File: config.mk
export PLATFORM = sky130hd
export DESIGN_NAME = dmem_access_ctrl
export DESIGN_NICKNAME = d
export VERILOG_FILES = /design/src/rtl/dmem_access_ctrl.sv
export SDC_FILE = /design/constraint.sdc
export NUM_CORES = 1
export LEC_CHECK = 0
export ABC_AREA = 1
export CORE_AREA = 2 2 106 108
export CTS_CLUSTER_DIAMETER = 150
export DETAILED_ROUTE_END_ITERATION = 16
export DIE_AREA = 0 0 108 110
export GPL_TIMING_DRIVEN = 0
export MAX_ROUTING_LAYER = met4
export PLACE_DENSITY = 0.84
export SLEW_MARGIN = 40
export SYNTH_ARGS = -nofsm -noshare
export SYNTH_HDL_FRONTEND = slang
export SYNTH_SLANG_ARGS = --single-unit
File: constraint.sdc
create_clock -name clk -period 4.97 [get_ports clk]
set_input_delay 1.2425 -clock clk [delete_from_list [all_inputs] [get_ports clk]]
set_output_delay 1.2425 -clock clk [all_outputs]
set_load 0.05 [all_outputs]
File: src/rtl/dmem_access_ctrl.sv
// MEM-stage data-bus sequencer: turns a load/store into one SRAM-like req/addr_ok/data_ok
// transaction, stalls the pipeline while it is outstanding and captures the raw read word.
module dmem_access_ctrl #(
    parameter int ADDR_WIDTH = 32,
    parameter int DATA_WIDTH = 32
) (
    input  logic                  clk,
    input  logic                  rst,
    input  logic                  mem_read_flag_i,
    input  logic                  mem_write_flag_i,
    input  logic [3:0]            mem_sel_i,
    input  logic [ADDR_WIDTH-1:0] mem_addr_i,
    input  logic [DATA_WIDTH-1:0] mem_write_data_i,
    input  logic                  flush_i,
    output logic                  data_sram_req_o,
    output logic                  data_sram_wr_o,
    output logic [1:0]            data_sram_size_o,
    output logic [ADDR_WIDTH-1:0] data_sram_addr_o,
    output logic [3:0]            data_sram_wstrb_o,
    output logic [DATA_WIDTH-1:0] data_sram_wdata_o,
    input  logic                  data_sram_addr_ok_i,
    input  logic                  data_sram_data_ok_i,
    input  logic [DATA_WIDTH-1:0] data_sram_rdata_i,
    output logic                  stall_req_o,
    output logic [DATA_WIDTH-1:0] ram_read_data_o,
    output logic                  read_valid_o
);

    typedef enum logic [1:0] {IDLE, REQ, WAIT, DONE} state_t;

    state_t state, state_n;
    logic   drain_q, drain_n;
    logic   aligned;
    logic   access;
    logic   capture;

    function automatic logic [1:0] enc_size(input logic [3:0] sel);
        case (sel)
            4'b0001: enc_size = 2'd0;
            4'b0011: enc_size = 2'd1;
            default: enc_size = 2'd2;
        endcase
    endfunction

    function automatic logic [3:0] enc_wstrb(input logic [3:0] sel, input logic [1:0] a);
        case (sel)
            4'b0001: enc_wstrb = 4'b0001 << a;
            4'b0011: enc_wstrb = a[1] ? 4'b1100 : 4'b0011;
            default: enc_wstrb = 4'b1111;
        endcase
    endfunction

    function automatic logic [DATA_WIDTH-1:0] enc_wdata(input logic [3:0] sel,
                                                        input logic [DATA_WIDTH-1:0] wd);
        case (sel)
            4'b0001: enc_wdata = {4{wd[7:0]}};
            4'b0011: enc_wdata = {2{wd[15:0]}};
            default: enc_wdata = wd;
        endcase
    endfunction

    always_comb begin
        case (mem_sel_i)
            4'b0001: aligned = 1'b1;
            4'b0011: aligned = ~mem_addr_i[0];
            4'b1111: aligned = (mem_addr_i[1:0] == 2'b00);
            default: aligned = 1'b0;
        endcase
    end

    assign access = (mem_read_flag_i | mem_write_flag_i) & aligned & ~flush_i;

    // A load result is kept only if the access was never squashed.
    assign capture = ~data_sram_wr_o & data_sram_data_ok_i & ~flush_i & ~drain_q &
                     (((state == REQ) & data_sram_addr_ok_i) | (state == WAIT));

    always_comb begin
        state_n = state;
        drain_n = drain_q;
        case (state)
            IDLE: begin
                drain_n = 1'b0;
                if (access) state_n = REQ;
            end
            REQ: begin
                if (data_sram_addr_ok_i) begin
                    if (data_sram_data_ok_i) begin
                        state_n = flush_i ? IDLE : DONE;
                    end else begin
                        state_n = WAIT;
                        drain_n = flush_i;
                    end
                end else if (flush_i) begin
                    state_n = IDLE;
                end
            end
            WAIT: begin
                if (data_sram_data_ok_i) begin
                    state_n = (drain_q | flush_i) ? IDLE : DONE;
                    drain_n = 1'b0;
                end else if (flush_i) begin
                    drain_n = 1'b1;
                end
            end
            default: state_n = IDLE;
        endcase
    end

    always_ff @(posedge clk) begin
        if (rst) begin
            state             <= IDLE;
            drain_q           <= 1'b0;
            data_sram_wr_o    <= 1'b0;
            data_sram_size_o  <= 2'd0;
            data_sram_addr_o  <= '0;
            data_sram_wstrb_o <= 4'b0000;
            data_sram_wdata_o <= '0;
            ram_read_data_o   <= '0;
        end else begin
            state   <= state_n;
            drain_q <= drain_n;
            // Bus fields are frozen for the whole transaction once the request starts.
            if ((state == IDLE) && access) begin
                data_sram_wr_o    <= mem_write_flag_i;
                data_sram_size_o  <= enc_size(mem_sel_i);
                data_sram_addr_o  <= mem_addr_i;
                data_sram_wstrb_o <= mem_write_flag_i ? enc_wstrb(mem_sel_i, mem_addr_i[1:0]) : 4'b0000;
                data_sram_wdata_o <= mem_write_flag_i ? enc_wdata(mem_sel_i, mem_write_data_i) : '0;
            end
            if (capture) ram_read_data_o <= data_sram_rdata_i;
        end
    end

    assign data_sram_req_o = (state == REQ);
    assign stall_req_o     = ((state == IDLE) & access) | (state == REQ) | (state == WAIT);
    assign read_valid_o    = (state == DONE) & ~data_sram_wr_o;

endmodule

==> impl_metrics.tcl <==
set metrics [dict create \
    die_h_um 110 \
    antenna_found_initial 0 \
    layout.area.seq_sq_um 2122 \
    yosysWarningCount 0 \
    yosys-top-cells-area "dfxtp_1 45%, nand2_1 14%, a21oi_1 12%" \
    timing.critical_path.arrival_ns 3.41 \
    rsz_0062_raised_after_global_routing "false" \
    grt_start_max_net_pins 19 \
    worst_ir_drop_vdd_v 0.0002147 \
    n_antenna_cell 0 \
    grt_pass1_vias 4555 \
    ff_to_ff_start "state[1]" \
    report.final.setup_viol 0 \
    cell_internal_power_dissipation_uw 1377 \
    asyncSetResetFlopFracSynth_pct 0 \
    cts.reportedPaths.clkPinSlew_ns 0.10 \
    post_synth_inst_count 658 \
    synth_fp_nets 769 \
    grt_use_met2_pct 36.66 \
    track_usage_pct 23.40 \
    max_slew.worst_pin.slew_ns 0.6811 \
    power_frac_clock_pct 25.8 \
    critical_path.reg2reg.endpoint "ram_read_data_o[8]" \
    synth_flop_cell "dfxtp_1" \
    powerDensity_nw_per_um2 293.4 \
    seq_area_frac_synth_pct 44.80 \
    synth.top_cell.area_share_pct 44.80 \
    hold_start "ram_read_data_o[24]" \
    timing_max_transition_violations_final 0 \
    hold-path-endpoint "ram_read_data_o[24]" \
    synth-seq-cells 106 \
    static-leakage-power_uw 0.002640 \
    synthDistinctLibCells 27 \
    clockBufferDepth 2 \
    cp_max_fo 10 \
    placeableCoreArea_sq_um 10700 \
    place.gp.congestion 0.9233 \
    count_of_hold_buffers_inserted_by_post_cts_repair 0 \
    global_route.usage.met3_pct 4.409 \
    drive_gt1_share_pct 7.458 \
    maxClockFrequency_ghz 0.2147 \
    die_w_um 108 \
    tritoncts_num_sinks 106 \
    globalRouteMet1Util_pct 29.86 \
    clock-skew-final_ns 0.01024 \
    placement.io_buffers 211 \
    post-route-min-period_ns 4.657 \
    number_of_enable_flip_flop_cells_after_synthesis 0 \
    drv.max_cap_violation_count 0 \
    clock_tree_from_tritoncts "built" \
    globalRoute.totalOverflow 0 \
    combPwrFrac_pct 30.5 \
    dp.final_hpwl_um 10480 \
    worst-r2r-setup-slack_ns 3.08 \
    status "complete, no violations" \
    finalWirelength_um 13930 \
    floorplan.initialDensity_pct 44.28 \
    synth.avg_cell_area_sq_um 7.199 \
    seq_power_share_pct 43.7 \
    drt.antenna.violating_nets 0 \
    worst_slew_margin_rel_pct 54.59 \
    num_vias 5002 \
    total_die_area_sq_um 11880 \
    timing.critical_path.to_type "primary output" \
    hold_violations 0 \
    swShare_pct 34.99 \
    critPathKind "in -> out" \
    grt.busiest_layer "met2" \
    num_io_pins 213 \
    ff2ff_path_depth 8 \
    drt_iter0_drc 337 \
    worstSkewPairLatency_ns 0.36 \
    cts_htree_levels 3 \
    detail_route.first_pass.iterations 5 \
    setup-tns-final_ns 0 \
    count_of_filler_cells_inserted_in_the_layout 927 \
    cp_data_required_time_ns 3.73 \
    cts_buffers 9 \
    start_kind "input port" \
    layout_worst_path_cycle_share_pct 93.71 \
    p_switching_uw 741.3 \
    area_of_the_multi_input_gates_sq_um 2120 \
    postLayoutCellArea_sq_um 7221 \
    area.growth.synth_to_final_pct 52.43 \
    wire_per_inst_um 13.59 \
    synth.largest_area_cell "dfxtp_1" \
    drt-vias-per-instance 4.880 \
    syn_area_sq_um 4737 \
    row_count 38 \
    wire_length_of_the_first_global_routing_pass_um 21410 \
    tightest_hold_check_type "reg -> reg" \
    final_net_count 991 \
    detailed_place.area_sq_um 7024 \
    worst_hold_path.num_cells 2 \
    remaining_drc_errors 0 \
    clock_tree.root_cell "clkbuf_8" \
]
-- cell usage in the layout, fill, tap and decap left out, types with 4 or more instances in the layout --
cell             count
clkdlybuf4s50_1    210
clkbuf_1            24
a21oi_1            112
nand3_1             15
nand2_2             20
nor2_1              27
o21ai_0             58
nand4_1             12
inv_1               69
a21oi_2              5
clkbuf_8             9
ha_1                 4
buf_2               10
dfxtp_1            106
nand2_1            176
buf_6                5
-- layout make-up --
type | instances | share of cell area [%]
Inverter | 70 | 3.639
Tap cell | 140 | 2.426
Clock inverter | 6 | 1.022
Timing Repair Buffer | 211 | 29.18
Clock buffer | 10 | 1.767
Sequential cell | 106 | 29.39
Buffer | 40 | 3.223
Multi-Input combinational cell | 442 | 29.35
-- through the flow --
step	power [uW]	hold slack [ns]	utilization, %	cells	setup WS (ns)
2_1_floorplan	1345	0.4813	-	658	1.238
3_3_place_gp	1586	0.4309	65.66	1009	-0.2021
3_5_place_dp	1594	0.4361	65.66	1009	-0.2070
4_1_cts	2134	0.4495	67.53	1025	0.04074
5_1_grt	2223	0.4631	67.50	1025	0.1350
6_report	2119	0.4474	67.50	1025	0.3127
-- metal layers --
layer | share of wire (%) | routed length [um]
met3 | 6.3 | 878
met1 | 44 | 6196
met2 | 47 | 6511
met4 | 2.5 | 343
met5 | 0 | 0
-- flip-flops by register name, summed over array words and instances, names as in the netlist --
register and count:
drain_q 1, data_sram_wstrb_o 4, state 2, data_sram_wdata_o 32
ram_read_data_o 32, data_sram_wr_o 1, data_sram_size_o 2, data_sram_addr_o 32
-- logic make-up after synthesis --
logic type,after synthesis,synth area share [%]
and+or+nand+nor,260,23.98
AOI/OAI and AO/OA,178,19.70
buffers and inverters,110,10.46
DFF,106,44.80
adders and majority gates,4,1.057
-- synth_stat cells, types with 2 or more instances --
library cell  number
a21oi_1          112
a21oi_2            5
buf_12             2
buf_2             10
buf_6              5
clkbuf_1          23
dfxtp_1          106
ha_1               4
inv_1             69
nand2_1          176
nand2_2           20
nand3_1           15
nand4_1           12
nor2_1            27
nor3_1             3
o21ai_0           58
-- worst max path at each step --
stage | from | end | slack (ns) | cells after the start
floorplan | mem_sel_i[1] | stall_req_o | 1.24 | 6
global placement | mem_sel_i[1] | stall_req_o | -0.20 | 8
detailed placement | mem_sel_i[1] | stall_req_o | -0.21 | 8
CTS | mem_sel_i[1] | stall_req_o | 0.04 | 8
global route | mem_sel_i[1] | stall_req_o | 0.14 | 8
finish | mem_sel_i[1] | stall_req_o | 0.31 | 8
-- power by group through the flow --
stage               Sequential [uW]  Combinational (uW)  Clock (uW)
global placement                944                 642           0
CTS                             927                 647         560
detailed placement              946                 648           0
floorplan                      1090                 254           0
finish                          926                 646         546
global route                    932                 698         593
-- repair_timing --
action,in CTS,in global routing
resized for setup,1,2
buffers inserted,0,0
endpoints found under the setup margin,1,1
-- worst max-delay path, cell delays in order --
cell and delay, ns:
clkdlybuf4s50_1 0.54, buf_2 0.25, nand4_1 0.18, a21oi_4 0.30
nand3_2 0.27, buf_2 0.27, nand2_1 0.07, clkbuf_2 0.28
Note: power is estimated with default switching activity, not from simulation.
